==> config.mk <==
export PLATFORM = sky130hd
export DESIGN_NAME = sum_pipe
export DESIGN_NICKNAME = d
export VERILOG_FILES = /design/src/rtl/sum_pkg.sv /design/src/rtl/sum_seg_stage.sv /design/src/rtl/sum_pipe.sv
export SDC_FILE = /design/constraint.sdc
export NUM_CORES = 1
export LEC_CHECK = 0
export CORE_MARGIN = 5
export CORE_UTILIZATION = 35
export CTS_CLUSTER_DIAMETER = 80
export DETAILED_ROUTE_END_ITERATION = 7
export PLACE_DENSITY = 0.64
export SLEW_MARGIN = 20
export SYNTH_ARGS = -nofsm -noshare
export SYNTH_HDL_FRONTEND = slang
export SYNTH_SLANG_ARGS = --single-unit
==> constraint.sdc <==
create_clock -name clk -period 1.5 [get_ports clk]
set_input_delay 0.15 -clock clk [delete_from_list [all_inputs] [get_ports clk]]
set_output_delay 0.15 -clock clk [all_outputs]
set_load 0.03 [all_outputs]
==> src/rtl/sum_pkg.sv <==
// Shared helpers for sum_pipe: segment geometry of the split carry chain and
// the parameter legality check used at elaboration.
package sum_pkg;

   localparam int SEG_MIN = 1;

   function automatic int chunk_width(input int width, input int seg);
      return (width + seg - 1) / seg;
   endfunction

   function automatic int seg_lo(input int k, input int chunk);
      return k * chunk;
   endfunction

   function automatic int seg_hi(input int k, input int chunk, input int width);
      int hi;
      hi = (k + 1) * chunk;
      if (hi > width) hi = width;
      return hi - 1;
   endfunction

   // Legal when 1 <= seg <= width and the last segment still owns at least one bit.
   function automatic bit seg_cfg_ok(input int width, input int seg);
      if (seg < SEG_MIN || seg > width) return 1'b0;
      return seg_lo(seg - 1, chunk_width(width, seg)) < width;
   endfunction

endpackage

==> src/rtl/sum_seg_stage.sv <==
// One carry segment of sum_pipe: segment adder plus valid/operand/sum/carry registers.
// With SUM_PIPE_SIGNED_EN defined, the final segment sign-extends its operands.
module sum_seg_stage
   import sum_pkg::*;
#(
   parameter int WIDTH = 9,
   parameter int SEG   = 2,
   parameter int K     = 0
) (
   input  logic             clk,
   input  logic             rst,
   input  logic             up_valid,
   input  logic             en_next,
   input  logic [WIDTH-1:0] a_in,
   input  logic [WIDTH-1:0] b_in,
   input  logic [WIDTH-1:0] sum_in,
   input  logic             c_in,
   output logic             en,
   output logic             v_q,
   output logic [WIDTH-1:0] a_q,
   output logic [WIDTH-1:0] b_q,
   output logic [WIDTH-1:0] sum_q,
   output logic             c_q
);

   localparam int CHUNK = chunk_width(WIDTH, SEG);
   localparam int LO    = seg_lo(K, CHUNK);
   localparam int HI    = seg_hi(K, CHUNK, WIDTH);
   localparam int SW    = HI - LO + 1;
`ifdef SUM_PIPE_SIGNED_EN
   localparam bit LAST  = (K == SEG - 1);
`endif

   logic             v_d;
   logic [WIDTH-1:0] a_d;
   logic [WIDTH-1:0] b_d;
   logic [WIDTH-1:0] sum_d;
   logic             c_d;
   logic [SW:0]      seg_sum;
   logic             ext_a;
   logic             ext_b;

   assign en = ~v_q | en_next;

   always_comb begin
      ext_a = 1'b0;
      ext_b = 1'b0;
`ifdef SUM_PIPE_SIGNED_EN
      // The extra bit of the top segment becomes the true sign of the result.
      if (LAST) begin
         ext_a = a_in[HI];
         ext_b = b_in[HI];
      end
`endif
      seg_sum = {ext_a, a_in[HI:LO]} + {ext_b, b_in[HI:LO]} + {{SW{1'b0}}, c_in};
      v_d     = en ? up_valid : v_q;
      a_d     = a_q;
      b_d     = b_q;
      sum_d   = sum_q;
      c_d     = c_q;
      if (en && up_valid) begin
         a_d            = a_in;
         b_d            = b_in;
         sum_d          = sum_in;
         sum_d[HI:LO]   = seg_sum[SW-1:0];
         c_d            = seg_sum[SW];
      end
   end

   always_ff @(posedge clk or posedge rst) begin
      if (rst) begin
         v_q   <= 1'b0;
         a_q   <= '0;
         b_q   <= '0;
         sum_q <= '0;
         c_q   <= 1'b0;
      end else begin
         v_q   <= v_d;
         a_q   <= a_d;
         b_q   <= b_d;
         sum_q <= sum_d;
         c_q   <= c_d;
      end
   end

endmodule

==> src/rtl/sum_pipe.sv <==
// Pipelined WIDTH-bit adder, carry chain split into SEG registered segments with
// valid/ready backpressure. Define SUM_PIPE_SIGNED_EN for two's-complement operands.
module sum_pipe
   import sum_pkg::*;
#(
   parameter int WIDTH = 9,
   parameter int SEG   = 2
) (
   input  logic             clk,
   input  logic             rst,
   input  logic             in_valid,
   output logic             in_ready,
   input  logic [WIDTH-1:0] a,
   input  logic [WIDTH-1:0] b,
   output logic             out_valid,
   input  logic             out_ready,
   output logic [WIDTH:0]   s
);

   if (!seg_cfg_ok(WIDTH, SEG)) begin : g_bad_cfg
      $error("sum_pipe: SEG=%0d illegal for WIDTH=%0d (empty segment or out of range)", SEG, WIDTH);
   end

   logic [SEG:0]              v_c;
   logic [SEG:0]              c_c;
   logic [SEG:0][WIDTH-1:0]   a_c;
   logic [SEG:0][WIDTH-1:0]   b_c;
   logic [SEG:0][WIDTH-1:0]   sum_c;
   logic [SEG-1:0]            en_c;
   logic [SEG-1:0]            en_next_c;
   logic                      unused_ok;

   assign v_c[0]   = in_valid;
   assign a_c[0]   = a;
   assign b_c[0]   = b;
   assign sum_c[0] = '0;
   assign c_c[0]   = 1'b0;

   for (genvar k = 0; k < SEG; k++) begin : g_stage
      // Downstream enable in closed form: a stage can move unless every later stage is full and stalled.
      if (k == SEG - 1) begin : g_last
         assign en_next_c[k] = out_ready;
      end else begin : g_mid
         assign en_next_c[k] = out_ready | ~(&v_c[SEG:k+2]);
      end

      sum_seg_stage #(
         .WIDTH (WIDTH),
         .SEG   (SEG),
         .K     (k)
      ) u_stage (
         .clk      (clk),
         .rst      (rst),
         .up_valid (v_c[k]),
         .en_next  (en_next_c[k]),
         .a_in     (a_c[k]),
         .b_in     (b_c[k]),
         .sum_in   (sum_c[k]),
         .c_in     (c_c[k]),
         .en       (en_c[k]),
         .v_q      (v_c[k+1]),
         .a_q      (a_c[k+1]),
         .b_q      (b_c[k+1]),
         .sum_q    (sum_c[k+1]),
         .c_q      (c_c[k+1])
      );
   end

   assign in_ready  = en_c[0];
   assign out_valid = v_c[SEG];
   assign s         = {c_c[SEG], sum_c[SEG]};
   assign unused_ok = ^{a_c[SEG], b_c[SEG], en_c};

endmodule

==> flow_summary.yaml <==
synthesis:
  synth-xor-area-share_pct: 2.69
  synth_fa_ha_area_share_pct: 12.3
  ys_ff_latch: 26
  synth-simple-area-share_pct: 8.17
  synth.most_common_cell: "dfrtp_1"
  async_flop_share_pct: 100
  synth_cell_type_count: 24
  postSynthAreaPerCell_sq_um: 13.0
  ys.flop_type: "dfrtp_1"
  syn_inst: 100
  synth_compound_area_share_pct: 7.50
  synth_edf_count: 0
  synth_area_leaders: "dfrtp_1, mux2_2, ha_1, mux2_4, fa_1"
  yosysSeqAreaShare_pct: 50.0
  synth_top_area_share_pct: 50.0
  synthMuxAreaShare_pct: 15.3
  synth_top_family_by_area: "multiplexers"
  synth_top_area_cell: "dfrtp_1"
  netlist_area_sq_mm: 0.00130
  yosysWarnings: 0
  synth_common_cells: "dfrtp_1, mux2_2, ha_1"
  synth_fp_nets: 133
clock_network:
  clk_pin_slew_ns: 0.08
  cts_sinks: 26
  cts_buffer_depth: 2
  clk_latency_ns: 0.26
  cts-root-buf: "clkbuf_8"
  cts_tree: "built"
  hold_buffers: 0
  cts_buffers: 3
  htree_levels: 1
setup_path:
  crit_fanout: 2
  critPathRequiredTime_ns: 1.66
  cp-start-kind: "flop"
  critPathCaptureType: "flop"
  critPathArrivalTime_ns: 1.69
  crit_type: "reg -> reg"
power_and_ir_drop:
  peakVddDrop_uv: 532
  cellLeakagePower_nw: 0.835
  power_density_mw_per_mm2: 1290
  finalPower_mw: 2.29
timing:
  fin_ws_ns: -0.0333
  skew_ns: 0.00153
  max_freq_mhz: 652
  tightest_slew_ns: 0.321
  slew_headroom_pct: 78.6
  period_needed_ns: 1.53
  final-hold-violation-count: 0
  timing.final.crit_share_pct: 102
  rsz0062_at_grt: "yes"
  setup_viol: 1
  slew_viol_final: 0
  fin_setup_tns_ns: -0.0333
layout:
  nFillCells: 364
  antenna_cells: 0
  final_net_count: 174
  area_delta_synth_final_pct: 36.5
  drive_gt1_share_pct: 27.3
  final_cell_area_sq_mm: 0.00178
floorplanning:
  initial_core_util_pct: 35.8
  die_x_um: 71.0
  fp.coreArea_sq_mm: 0.00363
  die_area_sq_mm: 0.00504
  rows: 22
  io_pins: 34
  fp.dieH_um: 71.0
global_routing:
  grt_pass1_vias: 957
  grt_first_pass_wirelength_um: 4180
  grt_overflow: 0
  grt.total_usage_pct: 10.2
  antenna_found_initial: 0
  grt_max_degree: 27
flow_run:
  maxCapViolCount: 0
hold_path:
  hold_path_class: "in -> async"
placement:
  pre_cts_ws_ns: -0.382
  postPlaceCellArea_sq_mm: 0.00170
  io_buffers: 33
  place.gp.congestion: 0.837
  hpwl_um: 1810
route:
  via_per_inst: 4.55
  first_pass_iters: 4
  wl_per_cell_um: 12.4
  drc: 0
  ant_nets: 0
  drt_iter0_drc: 16
  vias: 850
  wl_um: 2320
run_status:
  outcome: "finished, violations left"
  violations: "setup timing"
-- metrics by stage --
stage | utilization [%] | hold slack, ns | std cells
after floorplan | - | 0.190 | 100
after global placement | 46.7 | 0.465 | 183
after detailed placement | 46.7 | 0.462 | 183
after CTS | 48.3 | 0.246 | 186
after global routing | 48.9 | 0.284 | 187
final | 48.9 | 0.233 | 187
-- metal layers --
metal  vias to the layer above  track usage, %  share of wire [%]
met5                         -               0                  0
met4                         0            5.01                3.5
met3                         7            1.85                5.8
met2                        24            18.3                 48
met1                       398            11.6                 42
li1                        421               -                  -
-- cells in the final DEF (no fill, tap or decap), types with 2 or more instances in the layout --
master	netlist	layout
xor2_1	3	3
mux2_4	5	5
nand2_1	7	7
a21oi_1	5	2
dlymetal6s2s_1	0	4
dfrtp_1	26	26
inv_1	5	4
buf_4	1	7
o21ai_0	7	3
nor2_1	4	4
clkdlybuf4s50_1	0	27
fa_2	0	3
mux2_2	11	11
ha_1	8	7
nand2b_1	2	2
clkbuf_8	0	3
a21oi_2	0	3
a21o_1	3	3
o21ai_1	0	4
-- final timing paths --
| check | from | end | slack, ns | cells past startpoint |
|---|---|---|---|---|
| max in group asynchronous | rst | g_stage[1].u_stage.sum_q[7] | 1.03 | 3 |
| worst max register to register | g_stage[0].u_stage.c_q | g_stage[1].u_stage.c_q | -0.03 | 7 |
| worst max-delay path | g_stage[0].u_stage.c_q | g_stage[1].u_stage.c_q | -0.03 | 7 |
| worst min register to register | g_stage[0].u_stage.sum_q[3] | g_stage[0].u_stage.sum_q[3] | 0.48 | 2 |
| worst min-delay path | rst | g_stage[0].u_stage.sum_q[4] | 0.23 | 3 |
| min in group clk | a[0] | g_stage[0].u_stage.sum_q[0] | 0.28 | 3 |
-- power breakdown --
part	internal, mW	leakage (nW)	switching (mW)
Sequential	0.874	0.307	0.0984
Clock	0.180	0.0216	0.197
Combinational	0.474	0.506	0.467
Total	1.53	0.835	0.762
-- sequential cells by signal, summed over array words and instances, names as in the netlist --
name and count:
g_stage.u_stage.b_q 4, g_stage.u_stage.sum_q 14, g_stage.u_stage.a_q 4, g_stage.u_stage.c_q 2, g_stage.u_stage.v_q 2
-- cell type report --
cell class	count	area [sq um]	area share, %
sequential	26	651	36.6
multi-input combinational	66	624	35.1
timing repair buffer	39	382	21.5
tap	48	60.1	3.38
clock buffer	3	41.3	2.32
inverter	5	18.8	1.06
-- worst max-delay path, stage by stage (launching register included) --
cell and delay [ns]:
dfrtp_1 0.41, fa_2 0.41, inv_2 0.06, fa_2 0.18, inv_1 0.04, a21o_1 0.15, a21oi_2 0.11, o21ai_1 0.06
-- cells by family after synthesis --
group                    after synthesis
AND/OR/NAND/NOR                       18
buffers and inverters                  8
AO/OA/AOI/OAI                         17
adder cells (fa/ha/maj)               11
multiplexers                          16
XOR/XNOR                               4
flip-flops                            26
-- repair_timing --
action | in CTS | in global routing
endpoints found under the setup margin | 6 | 8
buffers inserted | 0 | 1
hold endpoints to repair | 0 | 0
gates resized for setup | 6 | 8
pin swaps | 4 | 7
No activity file was read; power rests on OpenSTA's default activity.
